--- config.mk ---
export PLATFORM = sky130hd
export DESIGN_NAME = prog_step_counter_flat
export DESIGN_NICKNAME = d
export VERILOG_FILES = /design/src/rtl/prog_step_counter_pkg.sv /design/src/rtl/prog_step_counter_if.sv /design/src/rtl/prog_step_counter_tick_divider.sv /design/src/rtl/prog_step_counter.sv /design/src/flat_wrapper.sv
export SDC_FILE = /design/constraint.sdc
export NUM_CORES = 1
export LEC_CHECK = 0
export ABC_AREA = 1
export CAP_MARGIN = 20
export CORE_MARGIN = 2
export CORE_UTILIZATION = 45
export CTS_CLUSTER_DIAMETER = 150
export DETAILED_ROUTE_END_ITERATION = 16
export GPL_TIMING_DRIVEN = 0
export PLACE_DENSITY = 0.72
export SKIP_LAST_GASP = 1
export SLEW_MARGIN = 5
export SYNTH_ARGS = -nofsm -noshare
export SYNTH_HDL_FRONTEND = slang
export SYNTH_SLANG_ARGS = --single-unit
--- constraint.sdc ---
create_clock -name clk -period 2.8 [get_ports clk]
set_clock_uncertainty 0.05 [all_clocks]
set_input_delay 0.42 -clock clk [delete_from_list [all_inputs] [get_ports clk]]
set_output_delay 0.42 -clock clk [all_outputs]
set_load 0.01 [all_outputs]
--- src/rtl/prog_step_counter_pkg.sv ---
// Shared constants for the front-panel step counter.
//   DIR_UP / DIR_DOWN     : encoding of the dir input
//   MODE_WRAP / MODE_SAT  : encoding of the sat_mode input
//   DEF_*                 : default width and divider settings (50 MHz clock)
package prog_step_counter_pkg;

  localparam logic DIR_UP    = 1'b0;
  localparam logic DIR_DOWN  = 1'b1;
  localparam logic MODE_WRAP = 1'b0;
  localparam logic MODE_SAT  = 1'b1;

  localparam int unsigned DEF_WIDTH    = 8;
  localparam int unsigned DEF_DIV_FAST = 500000;    // 100 Hz at 50 MHz
  localparam int unsigned DEF_DIV_SLOW = 50000000;  // 1 Hz at 50 MHz
  localparam int unsigned DEF_DIV_W    = 26;

endpackage

--- src/rtl/prog_step_counter_if.sv ---
// Control/status bundle of the step counter.
//   master : drives en, speed, load, load_value, step, dir, sat_mode, capture, clr_flags
//   slave  : drives count, monitor, tick, ovf, ovf_sticky
interface prog_step_counter_if #(
  parameter int unsigned WIDTH = prog_step_counter_pkg::DEF_WIDTH
);

  logic             en;
  logic             speed;
  logic             load;
  logic [WIDTH-1:0] load_value;
  logic [WIDTH-1:0] step;
  logic             dir;
  logic             sat_mode;
  logic             capture;
  logic             clr_flags;
  logic [WIDTH-1:0] count;
  logic [WIDTH-1:0] monitor;
  logic             tick;
  logic             ovf;
  logic             ovf_sticky;

  modport master (
    output en, speed, load, load_value, step, dir, sat_mode, capture, clr_flags,
    input  count, monitor, tick, ovf, ovf_sticky
  );

  modport slave (
    input  en, speed, load, load_value, step, dir, sat_mode, capture, clr_flags,
    output count, monitor, tick, ovf, ovf_sticky
  );

endinterface

--- src/rtl/prog_step_counter_tick_divider.sv ---
// Clock-enable divider: one-cycle tick every DIV_A (i_sel=1) or DIV_B (i_sel=0)
// enabled cycles.
//   clk, rst   : clock, async active-high reset
//   i_en       : 1 = divider advances, 0 = divider holds
//   i_sel      : rate select (1 = DIV_A, 0 = DIV_B)
//   i_restart  : forces the divider back to 0 and suppresses the tick this cycle
//   o_tick_c   : combinational tick, high on the last cycle of each period
module prog_step_counter_tick_divider
  import prog_step_counter_pkg::*;
#(
  parameter int unsigned DIV_A = DEF_DIV_FAST,
  parameter int unsigned DIV_B = DEF_DIV_SLOW,
  parameter int unsigned DIV_W = DEF_DIV_W
) (
  input  logic clk,
  input  logic rst,
  input  logic i_en,
  input  logic i_sel,
  input  logic i_restart,
  output logic o_tick_c
);

  localparam logic [DIV_W-1:0] LIM_A = DIV_W'(DIV_A - 1);
  localparam logic [DIV_W-1:0] LIM_B = DIV_W'(DIV_B - 1);

  logic [DIV_W-1:0] r_cnt;
  logic [DIV_W-1:0] w_lim;
  logic             w_last;

  // End-of-period detect; >= keeps the counter bounded if the limit ever shrinks
  always_comb begin
    w_lim    = i_sel ? LIM_A : LIM_B;
    w_last   = (r_cnt >= w_lim);
    o_tick_c = i_en & ~i_restart & w_last;
  end

  // Period counter
  always_ff @(posedge clk or posedge rst) begin
    if (rst) begin
      r_cnt <= '0;
    end else if (i_restart) begin
      r_cnt <= '0;
    end else if (i_en) begin
      r_cnt <= w_last ? '0 : r_cnt + DIV_W'(1);
    end
  end

endmodule

--- src/rtl/prog_step_counter.sv ---
// Programmable step counter for the front-panel counter/display path.
// Advances by 'step' on each divider tick, up or down, wrapping or saturating;
// supports synchronous load, a monitor snapshot and a sticky overflow flag.
//   clk, rst : clock, async active-high reset
//   bus      : slave side of prog_step_counter_if (controls in, count/flags out)
module prog_step_counter
  import prog_step_counter_pkg::*;
#(
  parameter int unsigned WIDTH    = DEF_WIDTH,
  parameter int unsigned DIV_FAST = DEF_DIV_FAST,
  parameter int unsigned DIV_SLOW = DEF_DIV_SLOW,
  parameter int unsigned DIV_W    = DEF_DIV_W
) (
  input  logic                  clk,
  input  logic                  rst,
  prog_step_counter_if.slave    bus
);

  logic [WIDTH-1:0] r_count;
  logic [WIDTH-1:0] r_monitor;
  logic             r_tick;
  logic             r_ovf;
  logic             r_sticky;
  logic             r_speed_q;
  logic             r_speed_vld;

  logic             w_speed_chg;
  logic             w_restart;
  logic             w_tick_int;
  logic [WIDTH:0]   w_sum;
  logic [WIDTH-1:0] w_diff;
  logic             w_carry;
  logic             w_borrow;
  logic [WIDTH-1:0] w_next_count;
  logic             w_ovf_evt;

  // A rate change only counts once a speed sample has been taken since reset
  always_comb begin
    w_speed_chg = r_speed_vld & (bus.speed != r_speed_q);
    w_restart   = bus.load | w_speed_chg;
  end

  prog_step_counter_tick_divider #(
    .DIV_A (DIV_FAST),
    .DIV_B (DIV_SLOW),
    .DIV_W (DIV_W)
  ) u_div (
    .clk       (clk),
    .rst       (rst),
    .i_en      (bus.en),
    .i_sel     (bus.speed),
    .i_restart (w_restart),
    .o_tick_c  (w_tick_int)
  );

  // Step arithmetic: candidate next count and overflow event for a tick
  always_comb begin
    w_next_count = r_count;
    w_ovf_evt    = 1'b0;
    w_sum        = {1'b0, r_count} + {1'b0, bus.step};
    w_diff       = r_count - bus.step;
    w_carry      = w_sum[WIDTH];
    w_borrow     = (bus.step > r_count);
    if (bus.dir == DIR_UP) begin
      if (w_carry) begin
        w_ovf_evt    = 1'b1;
        w_next_count = (bus.sat_mode == MODE_SAT) ? '1 : w_sum[WIDTH-1:0];
      end else begin
        w_next_count = w_sum[WIDTH-1:0];
      end
    end else begin
      if (w_borrow) begin
        w_ovf_evt    = 1'b1;
        w_next_count = (bus.sat_mode == MODE_SAT) ? '0 : w_diff;
      end else begin
        w_next_count = w_diff;
      end
    end
  end

  // Count, monitor and flag registers; load overrides a tick
  always_ff @(posedge clk or posedge rst) begin
    if (rst) begin
      r_count     <= '0;
      r_monitor   <= '0;
      r_tick      <= 1'b0;
      r_ovf       <= 1'b0;
      r_sticky    <= 1'b0;
      r_speed_q   <= 1'b0;
      r_speed_vld <= 1'b0;
    end else begin
      r_speed_q   <= bus.speed;
      r_speed_vld <= 1'b1;
      r_tick      <= 1'b0;
      r_ovf       <= 1'b0;
      if (bus.capture) begin
        r_monitor <= r_count;
      end
      if (bus.load) begin
        r_count  <= bus.load_value;
        r_sticky <= 1'b0;
      end else begin
        if (w_tick_int) begin
          r_count <= w_next_count;
          r_tick  <= 1'b1;
          r_ovf   <= w_ovf_evt;
        end
        // A new overflow wins over a simultaneous clear
        if (w_tick_int && w_ovf_evt) begin
          r_sticky <= 1'b1;
        end else if (bus.clr_flags) begin
          r_sticky <= 1'b0;
        end
      end
    end
  end

  assign bus.count      = r_count;
  assign bus.monitor    = r_monitor;
  assign bus.tick       = r_tick;
  assign bus.ovf        = r_ovf;
  assign bus.ovf_sticky = r_sticky;

endmodule

--- src/flat_wrapper.sv ---
// flat-port wrapper written by rule: the top's interface ports become plain ports
module prog_step_counter_flat import prog_step_counter_pkg::*;
#(
  parameter int unsigned WIDTH    = DEF_WIDTH,
  parameter int unsigned DIV_FAST = DEF_DIV_FAST,
  parameter int unsigned DIV_SLOW = DEF_DIV_SLOW,
  parameter int unsigned DIV_W    = DEF_DIV_W
)
  (clk, rst, bus_en, bus_speed, bus_load, bus_load_value, bus_step, bus_dir, bus_sat_mode, bus_capture, bus_clr_flags, bus_count, bus_monitor, bus_tick, bus_ovf, bus_ovf_sticky);
  prog_step_counter_if #(.WIDTH(WIDTH)) bus_i ();
  input  logic clk;
  input  logic rst;
  input wire logic [$bits(bus_i.en)-1:0] bus_en;
  input wire logic [$bits(bus_i.speed)-1:0] bus_speed;
  input wire logic [$bits(bus_i.load)-1:0] bus_load;
  input wire logic [$bits(bus_i.load_value)-1:0] bus_load_value;
  input wire logic [$bits(bus_i.step)-1:0] bus_step;
  input wire logic [$bits(bus_i.dir)-1:0] bus_dir;
  input wire logic [$bits(bus_i.sat_mode)-1:0] bus_sat_mode;
  input wire logic [$bits(bus_i.capture)-1:0] bus_capture;
  input wire logic [$bits(bus_i.clr_flags)-1:0] bus_clr_flags;
  output wire logic [$bits(bus_i.count)-1:0] bus_count;
  output wire logic [$bits(bus_i.monitor)-1:0] bus_monitor;
  output wire logic [$bits(bus_i.tick)-1:0] bus_tick;
  output wire logic [$bits(bus_i.ovf)-1:0] bus_ovf;
  output wire logic [$bits(bus_i.ovf_sticky)-1:0] bus_ovf_sticky;
  assign bus_i.en = bus_en;
  assign bus_i.speed = bus_speed;
  assign bus_i.load = bus_load;
  assign bus_i.load_value = bus_load_value;
  assign bus_i.step = bus_step;
  assign bus_i.dir = bus_dir;
  assign bus_i.sat_mode = bus_sat_mode;
  assign bus_i.capture = bus_capture;
  assign bus_i.clr_flags = bus_clr_flags;
  assign bus_count = bus_i.count;
  assign bus_monitor = bus_i.monitor;
  assign bus_tick = bus_i.tick;
  assign bus_ovf = bus_i.ovf;
  assign bus_ovf_sticky = bus_i.ovf_sticky;
  prog_step_counter #(.WIDTH(WIDTH), .DIV_FAST(DIV_FAST), .DIV_SLOW(DIV_SLOW), .DIV_W(DIV_W)) u_core (.clk(clk), .rst(rst), .bus(bus_i));
endmodule
==> run summary, run 1 <==
Tightest Pin Transition: 0.565 ns
PnR worst setup slack: 0.335 ns
Met1 wire length: 4.40 mm
CP startpoint kind: input pin
Critical path class: input pin to flip-flop
CP max FO: 4
Clk root buf: clkbuf_8
Met2 wire length: 4.86 mm
Pwr dens: 424 nW/µm²
Die Y: 95.9 µm
Synth top cells by count: nand2_1 (171), inv_1 (73), nor2_1 (55)
Vias per inst: 5.26
Top post-synthesis cells by area: dfrtp_1 (31%), nand2_1 (17%), ha_1 (9.9%), inv_1 (7.2%), nand3_1 (5.9%)
Hold Buf Count CTS: 0
DR WL met3: 567 µm
DR WL/cell: 14.1 µm
LEAKAGE: 2.16 nW
Antenna violations before repair: 0
Leading area contributor after synthesis: dfrtp_1
CTS clk-pin slew, worst paths: 0.09 ns
Nets: 665
Port Buf Inserts: 42
Max Cap Violations: 0
Layout cell share with drive strength beyond 1: 5.92%
Final ANT Viol Nets: 0
RR Endpoint: u_core.bus.count[3]$_DFFE_PP0P_
Clk sinks: 47
Final period util: 88.0%
RSZ-0062 raised after global routing: no
Vias in the first global route: 3628
Status: completed
Global-route wire length before repair: 16.5 mm
Worst hold path class: input pin to async pin
Post-CTS Setup Bufs: 0
Max-slew headroom: 62.3%
Crit end category: flip-flop
F_max: 406 MHz
Global Route Usage Sum: 23.1%
Post-synthesis sequential area ratio: 31.0%
Asr flop ratio synth: 100%
Gate Count Post-Synth: 558
DRC Markers: 0
H-Tree Depth: 2
Core box area: 8220 µm²
Number of flops mapped to enable cells by yosys: 0
Final count of hold timing violations: 0
Maximum VDD drop: 300 µV
R2r startpoint: u_core.bus.count[0]$_DFFE_PP0P_
Final setup vio count: 0
Worst reg2reg setup slack: 0.45 ns
Most common cell in the netlist: nand2_1
Die Area: 9190 µm²
Crit path time final: 2.46 ns
Rows: 33
Syn_nets: 615
Initial Util: 46.2%
Area grow syn2layout: 17.6%
Avg Inst Size Synth: 6.81 µm²
TritonCTS clock tree: built
CTS Buffer Depth: 2
Die Width: 95.9 µm
Pre-Repair DR Iteration Count: 5
Num CTS Buffers: 5
Util after Layout: 54.4%
Setup TNS: 0 ns
Worst-Skew Late Latency: 0.31 ns
GRT overflow: 0
Yosys warnings: 0
Largest net degree at the start of global routing: 33
Cells on worst reg2reg path: 14
Final wirelength: 10.0 mm
Final HPWL DP: 7.93 mm
Max Slew Vio Count: 0
N_diodes: 0
Unique masters post-synth: 32
Post-Place Setup Slack: -0.536 ns
Worst Path Arrival: 2.66 ns
Netlist Area Pre-Place: 3800 µm²
Drt initial violations: 197
Primary FF master, synth: dfrtp_1
Yosys reg bits: 47
I/O Pins: 44
Placer Congestion: 0.919
Max layer used: met4
Vias: 3751
Post-synth top area share: 31.0%
Critical Path RT: 2.99 ns
[worst max path at each step]
stage,start,endpoint,cells past startpoint
2_1_floorplan,u_core.bus.count[0]$_DFFE_PP0P_,u_core.bus.count[4]$_DFFE_PP0P_,14
3_3_place_gp,bus_speed,u_core.u_div.r_cnt[20]$_DFFE_PP0P_,14
3_5_place_dp,bus_speed,u_core.u_div.r_cnt[20]$_DFFE_PP0P_,12
4_1_cts,bus_speed,u_core.u_div.r_cnt[20]$_DFFE_PP0P_,12
5_1_grt,bus_step[0],u_core.bus.count[3]$_DFFE_PP0P_,17
6_report,bus_step[0],u_core.bus.count[5]$_DFFE_PP0P_,17
[per-layer routing]
metal,GRT usage [%],up-vias
li1,-,1892
met1,29.2,1735
met2,39.7,105
met3,3.84,19
met4,8.21,0
met5,0,-
[sequential cells by signal (all words and copies together) (netlist names)]
| name | flops |
|---|---|
| u_core.bus.tick | 1 |
| u_core.r_speed_vld | 1 |
| u_core.r_speed_q | 1 |
| u_core.bus.ovf_sticky | 1 |
| u_core.bus.monitor | 8 |
| u_core.bus.count | 8 |
| u_core.u_div.r_cnt | 26 |
| u_core.bus.ovf | 1 |
[where the power goes]
part           internal [W]  switching (W)  leakage (nW)
clock network      0.000262       0.000233        0.0513
registers          0.000721      0.0000472         0.621
logic              0.000269       0.000362          1.49
total               0.00125       0.000641          2.16
[critical path, stage by stage]
cell,delay (ns)
clkdlybuf4s50_1,0.49
ha_1,0.17
inv_1,0.05
fa_1,0.40
nor2_1,0.15
nand2_1,0.09
nand3_1,0.11
nand2_1,0.06
nand2_1,0.15
nand2_1,0.12
nand2_1,0.08
nand2_1,0.05
nand2_1,0.07
nand2_1,0.05
nand2_1,0.05
nand2_1,0.06
nand2_1,0.07
[cells by family (layout without fill, tap and decap cells)]
kind of cell / count (synthesis) / after routing / synth area share (%)
multiplexers: 5 / 5 / 1.48
adder cells (fa/ha/maj): 32 / 32 / 10.9
other: 1 / 1 / 0.0987
XOR/XNOR: 18 / 18 / 4.15
flip-flops: 47 / 47 / 31.0
buffers and inverters: 88 / 138 / 9.45
AND/OR/NAND/NOR: 310 / 310 / 34.9
AO/OA/AOI/OAI: 57 / 57 / 8.00
[through the flow]
step	cells	hold WS [ns]	total power, W	area (µm²)
5_1_grt	713	0.398	0.00203	4470
4_1_cts	713	0.365	0.00191	4470
3_3_place_gp	705	0.441	0.00140	4350
2_1_floorplan	558	0.401	0.00117	3800
3_5_place_dp	706	0.457	0.00141	4370
6_report	713	0.354	0.00189	4470
[cells in the final DEF (no fill, tap or decap), types with 2 or more instances in the layout]
cell type and count:
nand3_1 45, clkbuf_2 2, nor2_2 2, nor2_1 55, o21ai_1 3, clkbuf_1 5
clkdlybuf4s50_1 41, o21ai_0 23, a21oi_1 18, nand2_1 171, nand3b_1 2, o22ai_1 11
buf_4 3, buf_2 5, mux2_2 5, nand4_1 14, nor3_1 11, ha_1 30
fa_1 2, nand3_2 3, inv_1 72, nand2_2 3, xor2_1 17, o21bai_1 2
dfrtp_1 47, clkbuf_8 5
[timing repair]
action	4_1_cts	5_1_grt
cloned	0	0
gates resized for setup	1	2
endpoints found under the setup margin	30	22
[area by class of cell]
type | count | area [µm²]
well taps | 105 | 131
multi-input cells | 423 | 2260
clock inverters | 1 | 30.0
flip-flops and latches | 47 | 1180
repair buffers | 43 | 435
fillers | 819 | 3750
plain buffers | 14 | 78.8
clock buffers | 6 | 72.6
inverters | 74 | 280
(Power assumes the default switching activity.)
==> run 2: changes to the inputs <==
PLACE_DENSITY = 0.71   (was 0.72)
RECOVER_POWER = 50   (was default)
REMOVE_ABC_BUFFERS = 1   (was default)
==> run 2 against run 1 <==
  * Sequential power down 0.8%
  * Core utilization down 0.91 points
  * Wire length is 5.9% lower
  * First-iteration DRC count down 36%
  * Flip-flop and latch count stayed put
  * Worst setup slack worse by 0.087 ns
  * Global-route usage decreased by 0.60 points
  * Maximum frequency down 3.4%
  * Critical path depth fell by 10
  * Cell count down 1.7%
  * Design area shrank 1.7%
  * Clock power is 5.7% lower
  * Largest cell class unchanged
==> run summary, run 2 (synthesis results as in run 1) <==
CP startpoint kind: input pin
Drt initial violations: 127
Die Y: 95.9 µm
Worst hold path class: input pin to flip-flop
Max Slew Vio Count: 0
Initial Util: 46.2%
Hold Crit Depth: 1
LEAKAGE: 2.12 nW
Final setup vio count: 0
CTS clk-pin slew, worst paths: 0.08 ns
CP max FO: 18
Largest net degree at the start of global routing: 38
Final wirelength: 9.44 mm
Pwr dens: 419 nW/µm²
CTS Buffer Depth: 2
Max Cap Violations: 0
Post-Place Setup Slack: -0.616 ns
Area grow syn2layout: 15.6%
Part of the power in registers: 41.4%
Pre-Repair DR Iteration Count: 4
I/O Pins: 44
Worst reg2reg setup slack: 0.32 ns
Port Buf Inserts: 43
Nets: 652
Sw frac: 34.3%
RR Endpoint: u_core.bus.count[0]$_DFFE_PP0P_
Vias per inst: 5.18
Clk root buf: clkbuf_8
Max-slew headroom: 37.0%
F_max: 392 MHz
RSZ-0062 raised after global routing: no
Die Width: 95.9 µm
Vias: 3628
TritonCTS clock tree: built
Die Area: 9190 µm²
Final count of hold timing violations: 0
Final period util: 91.1%
Worst-Skew Late Latency: 0.31 ns
Global Route Usage Sum: 22.5%
Critical path launch point: bus_load
Cells on worst reg2reg path: 9
Clock share of power: 25.4%
Crit end category: flip-flop
Clk sinks: 47
P_int: 0.00121 W
H-Tree Depth: 2
DRC Markers: 0
Global-route wire length before repair: 16.2 mm
Fillers: 814
Switching power: 0.000631 W
Critical Path End: u_core.u_div.r_cnt[22]$_DFFE_PP0P_
N_diodes: 0
Vias in the first global route: 3598
Final ANT Viol Nets: 0
DR WL/cell: 13.5 µm
Layout cell share with drive strength beyond 1: 4.53%
Max FFs per register: 26
Tightest Pin Transition: 0.944 ns
Worst Path Arrival: 2.67 ns
GRT overflow: 0
Reg with most FFs: u_core.u_div.r_cnt
Dpl cell area: 4300 µm²
Gate power share: 33.2%
Status: completed
Placer Congestion: 0.930
Final HPWL DP: 7.26 mm
Maximum VDD drop: 174 µV
Core box area: 8220 µm²
R2r startpoint: u_core.u_div.r_cnt[21]$_DFFE_PP0P_
Hold Buf Count CTS: 0
Rows: 33
Num CTS Buffers: 5
Antenna violations before repair: 0
Most common cell after layout, fill and taps aside: nand2_1
Crit path time final: 2.55 ns
Critical path class: input pin to flip-flop
Commonest cells after routing, fill and taps aside: nand2_1 (171), inv_1 (73), nor2_1 (54)
Critical Path RT: 2.92 ns
PnR worst setup slack: 0.249 ns
Design area: 4390 µm²
==> run 2: cell count changes in the layout (fill, tap and decap cells not counted), sizes merged <==
cell / change
bufinv: -1
clkdlybuf4s50: -1
dlygate4sd3: +2
buf: -10
clkbuf: -2
==> run 2: final cells by class <==
| class | count | area [µm²] | share of cell area, % |
|---|---|---|---|
| multi-input cells | 423 | 2280 | 51.8 |
| flip-flops and latches | 47 | 1180 | 26.8 |
| repair buffers | 44 | 430 | 9.80 |
| inverters | 74 | 280 | 6.38 |
| well taps | 105 | 131 | 2.99 |
| clock buffers | 8 | 100 | 2.28 |
==> run 2: critical path: stages <==
cell             delay, ns
clkdlybuf4s50_1       0.65
inv_4                 0.31
nand2_1               0.14
nor2_2                0.45
inv_1                 0.41
nand3_1               0.18
o21ai_0               0.10
==> run 2: what timing repair did <==
item,4_1_cts,5_1_grt
buffers inserted,0,0
resized for setup,3,2
setup endpoints to repair,31,14
==> run 2: worst min-delay path by stage <==
stage	start	to	slack [ns]
floorplan	bus_speed	u_core.r_speed_q$_DFF_PP0_	0.40
global placement	u_core.bus.monitor[4]$_DFFE_PP0P_	u_core.bus.monitor[4]$_DFFE_PP0P_	0.44
detailed placement	u_core.bus.monitor[2]$_DFFE_PP0P_	u_core.bus.monitor[2]$_DFFE_PP0P_	0.45
CTS	rst	u_core.bus.monitor[0]$_DFFE_PP0P_	0.31
global route	bus_speed	u_core.r_speed_q$_DFF_PP0_	0.40
finish	bus_speed	u_core.r_speed_q$_DFF_PP0_	0.40
==> run 2: power by group through the flow <==
stage / Combinational (W) / Sequential [W] / Clock [W]
after CTS: 0.000617 / 0.000763 / 0.000487
after global routing: 0.000697 / 0.000770 / 0.000505
after floorplan: 0.000370 / 0.000788 / 0
after global placement: 0.000603 / 0.000774 / 0
after detailed placement: 0.000612 / 0.000777 / 0
final: 0.000611 / 0.000762 / 0.000467
==> run 2: metrics by stage <==
| step | setup TNS [ns] | utilization, % | total power [W] | hold slack (ns) | cells |
|---|---|---|---|---|---|
| final | 0 | 53.5 | 0.00184 | 0.401 | 701 |
| after global routing | 0 | 53.5 | 0.00197 | 0.401 | 701 |
| after CTS | 0 | 53.6 | 0.00187 | 0.312 | 701 |
| after detailed placement | -16.29 | 52.4 | 0.00139 | 0.448 | 693 |
| after global placement | -15.49 | 52.1 | 0.00138 | 0.440 | 692 |
| after floorplan | 0 | - | 0.00116 | 0.401 | 544 |
==> run 2: layer usage <==
| metal | up-vias | GRT usage (%) | share of wire, % |
|---|---|---|---|
| met2 | 89 | 40.4 | 48 |
| met1 | 1646 | 26.9 | 44 |
| met3 | 27 | 2.98 | 4.6 |
| met4 | 0 | 9.29 | 3.5 |
| li1 | 1866 | - | - |
| met5 | - | 0 | 0 |
